File: src/rtl/scan_pkg.sv
// rtl/scan_pkg.sv - shared state type, default divisor and divisor normalisation for scan_tick_gen
package scan_pkg;

  typedef enum logic [1:0] {
    IDLE = 2'd0,
    RUN  = 2'd1,
    PEND = 2'd2
  } scan_tick_state_t;

  localparam logic [15:0] SCAN_DEFAULT_DIV = 16'd1000;

  // Divisor 0 would never strobe, so it is treated as 1 (strobe every cycle).
  function automatic logic [31:0] norm_div(input logic [31:0] d);
    return (d == 32'd0) ? 32'd1 : d;
  endfunction

endpackage

File: src/rtl/scan_tick_gen_if.sv
// rtl/scan_tick_gen_if.sv - divisor valid/ready handshake bundle
interface scan_tick_gen_if #(
  parameter int DIV_WIDTH = 16
) ();

  logic [DIV_WIDTH-1:0] div_in;
  logic                 div_valid;
  logic                 div_ready;

  modport master (output div_in, output div_valid, input div_ready);
  modport slave  (input div_in, input div_valid, output div_ready);

endinterface

File: src/rtl/scan_tick_gen_tick_counter.sv
// rtl/scan_tick_gen_tick_counter.sv - divide counter with sync clear and registered one-cycle strobe
module tick_counter #(
  parameter int DIV_WIDTH = 16
) (
  input  logic                 clk,
  input  logic                 rst,
  input  logic                 clr_i,
  input  logic                 cnt_en_i,
  input  logic [DIV_WIDTH-1:0] div_i,
  output logic                 ena_o
);

  logic [DIV_WIDTH-1:0] cnt_q, cnt_d;
  logic                 ena_q, ena_d;
  logic                 hit;

  assign hit   = (cnt_q == (div_i - DIV_WIDTH'(1)));
  assign ena_o = ena_q;

  always_comb begin
    cnt_d = cnt_q;
    ena_d = 1'b0;
    if (clr_i) begin
      cnt_d = '0;
    end else if (cnt_en_i) begin
      if (hit) begin
        cnt_d = '0;
        ena_d = 1'b1;
      end else begin
        cnt_d = cnt_q + DIV_WIDTH'(1);
      end
    end
  end

  always_ff @(posedge clk) begin
    if (rst) begin
      cnt_q <= '0;
      ena_q <= 1'b0;
    end else begin
      cnt_q <= cnt_d;
      ena_q <= ena_d;
    end
  end

endmodule

File: src/rtl/scan_tick_gen.sv
// rtl/scan_tick_gen.sv - programmable scan strobe generator; new divisors apply only at sweep boundaries
module scan_tick_gen
  import scan_pkg::*;
#(
  parameter int                   DIV_WIDTH   = 16,
  parameter logic [DIV_WIDTH-1:0] DEFAULT_DIV = DIV_WIDTH'(SCAN_DEFAULT_DIV)
) (
  input  logic                 clk,
  input  logic                 rst,
  input  logic                 run,
  input  logic                 sweep_done,
  scan_tick_gen_if.slave       div_bus,
  output logic                 ena_o,
  output logic [DIV_WIDTH-1:0] active_div,
  output logic                 pending
);

  scan_tick_state_t     state_q, state_d;
  logic [DIV_WIDTH-1:0] active_div_q, active_div_d;
  logic [DIV_WIDTH-1:0] pend_div_q, pend_div_d;
  logic [DIV_WIDTH-1:0] div_norm;
  logic                 xfer;
  logic                 clr;
  logic                 cnt_en;

  assign div_norm          = DIV_WIDTH'(norm_div(32'(div_bus.div_in)));
  assign div_bus.div_ready = (state_q != PEND);
  assign xfer              = div_bus.div_valid && div_bus.div_ready;
  assign active_div        = active_div_q;
  assign pending           = (state_q == PEND);

  always_comb begin
    state_d      = state_q;
    active_div_d = active_div_q;
    pend_div_d   = pend_div_q;
    clr          = 1'b0;
    cnt_en       = 1'b0;
    unique case (state_q)
      IDLE: begin
        clr = 1'b1;
        if (xfer) active_div_d = div_norm;
        if (run) state_d = RUN;
      end
      RUN: begin
        if (!run) begin
          // Stopping with a fresh divisor: there is no sweep to protect, apply it now.
          clr     = 1'b1;
          state_d = IDLE;
          if (xfer) active_div_d = div_norm;
        end else begin
          cnt_en = 1'b1;
          if (xfer) begin
            pend_div_d = div_norm;
            state_d    = PEND;
          end
        end
      end
      PEND: begin
        // run=0 wins over sweep_done, but both apply the waiting divisor.
        if (!run || sweep_done) begin
          clr          = 1'b1;
          active_div_d = pend_div_q;
          state_d      = run ? RUN : IDLE;
        end else begin
          cnt_en = 1'b1;
        end
      end
      default: begin
        clr     = 1'b1;
        state_d = IDLE;
      end
    endcase
  end

  always_ff @(posedge clk) begin
    if (rst) begin
      state_q      <= IDLE;
      active_div_q <= DEFAULT_DIV;
      pend_div_q   <= '0;
    end else begin
      state_q      <= state_d;
      active_div_q <= active_div_d;
      pend_div_q   <= pend_div_d;
    end
  end

  tick_counter #(
    .DIV_WIDTH(DIV_WIDTH)
  ) u_tick_counter (
    .clk     (clk),
    .rst     (rst),
    .clr_i   (clr),
    .cnt_en_i(cnt_en),
    .div_i   (active_div_q),
    .ena_o   (ena_o)
  );

endmodule

File: src/flat_wrapper.sv
// flat-port wrapper written by rule: the top's interface ports become plain ports
module scan_tick_gen_flat import scan_pkg::*;
#(
  parameter int                   DIV_WIDTH   = 16,
  parameter logic [DIV_WIDTH-1:0] DEFAULT_DIV = DIV_WIDTH'(SCAN_DEFAULT_DIV)
)
  (clk, rst, run, sweep_done, ena_o, active_div, pending, div_bus_div_in, div_bus_div_valid, div_bus_div_ready);
  scan_tick_gen_if #(.DIV_WIDTH(DIV_WIDTH)) div_bus_i ();
  input  logic clk;
  input  logic rst;
  input  logic run;
  input  logic sweep_done;
  output logic ena_o;
  output logic [DIV_WIDTH-1:0] active_div;
  output logic pending;
  input wire logic [$bits(div_bus_i.div_in)-1:0] div_bus_div_in;
  input wire logic [$bits(div_bus_i.div_valid)-1:0] div_bus_div_valid;
  output wire logic [$bits(div_bus_i.div_ready)-1:0] div_bus_div_ready;
  assign div_bus_i.div_in = div_bus_div_in;
  assign div_bus_i.div_valid = div_bus_div_valid;
  assign div_bus_div_ready = div_bus_i.div_ready;
  scan_tick_gen #(.DIV_WIDTH(DIV_WIDTH), .DEFAULT_DIV(DEFAULT_DIV)) u_core (.clk(clk), .rst(rst), .run(run), .sweep_done(sweep_done), .div_bus(div_bus_i), .ena_o(ena_o), .active_div(active_div), .pending(pending));
endmodule
File: config.mk
export PLATFORM = sky130hd
export DESIGN_NAME = scan_tick_gen_flat
export DESIGN_NICKNAME = d
export VERILOG_FILES = /design/src/rtl/scan_pkg.sv /design/src/rtl/scan_tick_gen_if.sv /design/src/rtl/scan_tick_gen_tick_counter.sv /design/src/rtl/scan_tick_gen.sv /design/src/flat_wrapper.sv
export SDC_FILE = /design/constraint.sdc
export NUM_CORES = 1
export LEC_CHECK = 0
export BUFFER_PORTS_ARGS = -buffer_cell sky130_fd_sc_hd__buf_4
export CORE_MARGIN = 2
export CORE_UTILIZATION = 62
export DETAILED_ROUTE_END_ITERATION = 16
export PLACE_DENSITY = 0.85
export SETUP_SLACK_MARGIN = 0.02
export SYNTH_ARGS = -nofsm -noshare
export SYNTH_HDL_FRONTEND = slang
export SYNTH_SLANG_ARGS = --single-unit
File: constraint.sdc
create_clock -name clk -period 4.9 [get_ports clk]
set_input_delay 0.735 -clock clk [delete_from_list [all_inputs] [get_ports clk]]
set_output_delay 0.735 -clock clk [all_outputs]
set_load 0.005 [all_outputs]
==> results.md <==
* Synth Area in Adders at 0.0265
* Top Family by Delay on Critical Path: compound AO/OA/AOI/OAI gates
* Clock latency on the worst-skew pair at 0.31 ns
* Mean Syn Cell Area at 8.38 µm²
* DRT met1 WL at 2960 µm
* Int Power at 0.698 mW
* CTS Buffer Depth at 2
* Ports at 40
* Fin worst setup slack at 1.67 ns
* Synth Area in XOR/XNOR at 0.0989
* Clock power share at 0.320
* Total grt overflow at 0
* RSZ-0062 raised after global routing: no
* Register area at 1020 µm²
* Initial antenna violation count at 0
* Port-buffer cells at 39
* Nets@finish at 394
* Postcts setup bufs at 0
* Yosys cell types at 54
* Slew @ Worst Pin at 1.09 ns
* Register bit count reported by yosys at 51
* Vias in the first global route at 2254
* Sw Pwr at 0.278 mW
* Status: completed
* Met2 wire length at 2990 µm
* Worst Path Arrival at 3.38 ns
* Worst vdd rail ir drop at 250 µV
* Iter 0 DRT Violations at 95
* Comb pwr share at 0.197
* CTS tree: built
* First-pass GRT wire length at 10700 µm
* Max_slew headroom at 0.275
* Routed len/inst at 14.8 µm
* Fin. max-slew vios at 0
* Leak Pwr at 1.13 nW
* CTS sink count at 51
* DR DRC count at 0
* Synth Area in Compound Gates at 0.157
* Final wirelength at 6200 µm
* CTS root buffer: clkbuf_8
* Hpwl dp at 4500 µm
* Number of synthesized flops with an enable pin at 0
* Vias at 2441
* Highest routed layer: met4
* H-tree level count at 2
* Final clock skew at 0.00919 ns
* Crit path capture type: flop
* Fill cells at 340
* CP Buf/Inv Count at 1
* Crit-path max cell delay at 0.88 ns
* Max cap viols at 0
* Initial Utilization at 0.646
* Register area share after synthesis at 0.360
* Syn nets at 365
* Die area at 5130 µm²
* Crit path max fanout at 22
* Crit path max-delay cell type: ha_1
* Setup TNS at 0 ns
* Cell area after synthesis at 2830 µm²
* Layout cell share with drive strength beyond 1 at 0.155
* Die width at 71.6 µm
* Pre-Repair DR Iteration Count at 4
* Syn-to-layout area delta at 14.4%
* Clock-pin slew on the worst setup and hold paths at 0.09 ns
* Final period utilization at 0.658
* Crit Path Category: reg -> reg
* Hold Fails Final Rpt at 0
* Required time worst endpoint at 5.06 ns
* Final worst path period need at 3.23 ns
* # setup viols final at 0
* Pre-CTS setup slack at 1.70 ns
* Combinational family with the most area after synthesis: simple AND/OR/NAND/NOR gates
* Post-route ant nets at 0
* Most common flop cell mapped by yosys: dfxtp_1
* F_max at 310 MHz
* Gate count after technology mapping at 338
* Switch share at 0.285
* Sequential power share at 0.483
* Die Ht at 71.6 µm
* Simple-gate portion of the synthesized area at 0.255
* CORE AREA at 4380 µm²
* Site Rows at 24
* Largest net degree at the start of global routing at 36
* Post-CTS Hold Buffers at 0
* Multi-input logic area at 1680 µm²
* Asr flop ratio synth at 0
* Critical path cell sequence: inv_1 > ha_1 > nor2b_1 > o211a_1 > o2111ai_1 > a2111oi_4 > nor3_1
* Power per cell area at 302 nW/µm²
* Number of CTS-inserted buffers at 5
* Critical Path Start Type: flop
* Number of diodes at 0
* Post-synthesis mux area share at 0.0565
* Avg Vias per Cell at 5.81
* Final Wtd Congestion at 0.902
* All-Layer GR Usage at 0.260
* Worst min-delay path category: reg -> reg
* CTS resizes at 0
* YS warnings at 0
* Routed length on met3 at 190 µm
-- area by class of cell --
class / count / share of cell area
inverters: 13 / 0.0151
clock inverters: 2 / 0.0120
multi-input cells: 256 / 0.520
flip-flops and latches: 51 / 0.315
clock buffers: 6 / 0.0255
well taps: 52 / 0.0201
repair buffers: 40 / 0.0927
-- layout by cell type (no fill, tap or decap), types with 2 or more instances in the layout --
| master | instances |
|---|---|
| o211ai_1 | 2 |
| clkbuf_8 | 6 |
| nand3b_1 | 2 |
| ha_1 | 6 |
| mux2i_1 | 16 |
| xnor2_1 | 25 |
| nor4_1 | 4 |
| and4_1 | 4 |
| a211o_1 | 6 |
| a21oi_1 | 20 |
| nand2_1 | 40 |
| nand3_1 | 5 |
| nor3_1 | 25 |
| o221ai_1 | 2 |
| or3_1 | 2 |
| and2_1 | 2 |
| xor2_1 | 7 |
| inv_1 | 13 |
| nor2_1 | 31 |
| o2111ai_1 | 2 |
| a211oi_1 | 10 |
| nor4b_1 | 3 |
| nand2b_1 | 4 |
| nand4_1 | 4 |
| nor2b_1 | 4 |
| buf_4 | 40 |
| o21ai_0 | 7 |
| dfxtp_1 | 51 |
-- path summary, 6_finish.rpt --
path | from | endpoint | slack, ns | depth (start not counted)
setup / recovery | u_core.state_q[0]$_SDFFE_PP0P_ | u_core.u_tick_counter.cnt_q[13]$_SDFFE_PP0P_ | 1.67 | 7
hold / removal | u_core.pend_div_q[8]$_SDFFE_PP0P_ | u_core.pend_div_q[8]$_SDFFE_PP0P_ | 0.46 | 2
setup reg to reg | u_core.state_q[0]$_SDFFE_PP0P_ | u_core.u_tick_counter.cnt_q[13]$_SDFFE_PP0P_ | 1.67 | 7
hold reg to reg | u_core.pend_div_q[8]$_SDFFE_PP0P_ | u_core.pend_div_q[8]$_SDFFE_PP0P_ | 0.46 | 2
-- through the flow --
step | hold WS, ns | power (mW) | cells | area [µm²] | util
finish | 0.462 | 0.977 | 420 | 3240 | 0.739
global route | 0.484 | 1.03 | 420 | 3240 | 0.739
CTS | 0.460 | 0.977 | 420 | 3240 | 0.739
detailed placement | 0.446 | 0.672 | 412 | 3120 | 0.711
global placement | 0.442 | 0.667 | 412 | 3120 | 0.711
floorplan | 0.436 | 0.602 | 338 | 2830 | -
-- cells in the mapped netlist, drive strengths merged (2+ instances only) --
cell type / number / area share
nor4: 4 / 0.0088
o21ai: 7 / 0.012
or4: 2 / 0.0066
or4b: 2 / 0.0084
xor2: 7 / 0.022
nand2: 40 / 0.053
or3: 3 / 0.0071
clkbuf: 12 / 0.016
nor3: 25 / 0.044
nand2b: 4 / 0.0088
and4: 4 / 0.012
xnor2: 25 / 0.077
nor4b: 3 / 0.0093
ha: 6 / 0.027
nand4: 4 / 0.0088
inv: 13 / 0.017
nor2: 31 / 0.041
a211oi: 10 / 0.027
mux2i: 16 / 0.057
a21oi: 20 / 0.035
nand3b: 2 / 0.0053
a2111oi: 2 / 0.013
a211o: 6 / 0.019
o221ai: 2 / 0.0062
nor2b: 4 / 0.0088
nand3: 5 / 0.0088
o211ai: 2 / 0.0053
buf: 6 / 0.012
dfxtp: 51 / 0.36
and2: 2 / 0.0044
o2111ai: 2 / 0.0062
-- worst register-to-register path: cells and delay by family, from the launching register on --
| kind | cells | cell delay (ns) |
|---|---|---|
| AO/OA/AOI/OAI | 3 | 1.31 |
| adder cells (fa/ha/maj) | 1 | 0.88 |
| AND/OR/NAND/NOR | 2 | 0.45 |
| flip-flops | 1 | 0.35 |
| buffers and inverters | 1 | 0.09 |
-- kinds of logic after synthesis --
logic type | after synthesis
AOI/OAI and AO/OA | 61
and+or+nand+nor | 141
buffers and inverters | 31
muxes | 16
DFF | 51
adders and majority gates | 6
xor gates and xnor gates | 32
-- layer usage --
metal  track usage  vias to the layer above
li1              -                     1258
met3        0.0464                        6
met5             0                        -
met1         0.360                     1136
met2         0.429                       41
met4        0.0524                        0
-- flip-flops by register name, summed over array words and instances, names as in the netlist --
signal / count
u_core.active_div: 16
u_core.state_q: 2
u_core.pend_div_q: 16
u_core.u_tick_counter.cnt_q: 16
u_core.u_tick_counter.ena_o: 1
-- power groups by stage --
stage | clock network [mW] | registers, mW | logic, mW
2_1_floorplan | 0 | 0.469 | 0.133
3_3_place_gp | 0 | 0.480 | 0.187
3_5_place_dp | 0 | 0.481 | 0.191
4_1_cts | 0.312 | 0.471 | 0.193
5_1_grt | 0.335 | 0.476 | 0.215
6_report | 0.313 | 0.472 | 0.192
(Power assumes the default switching activity.)
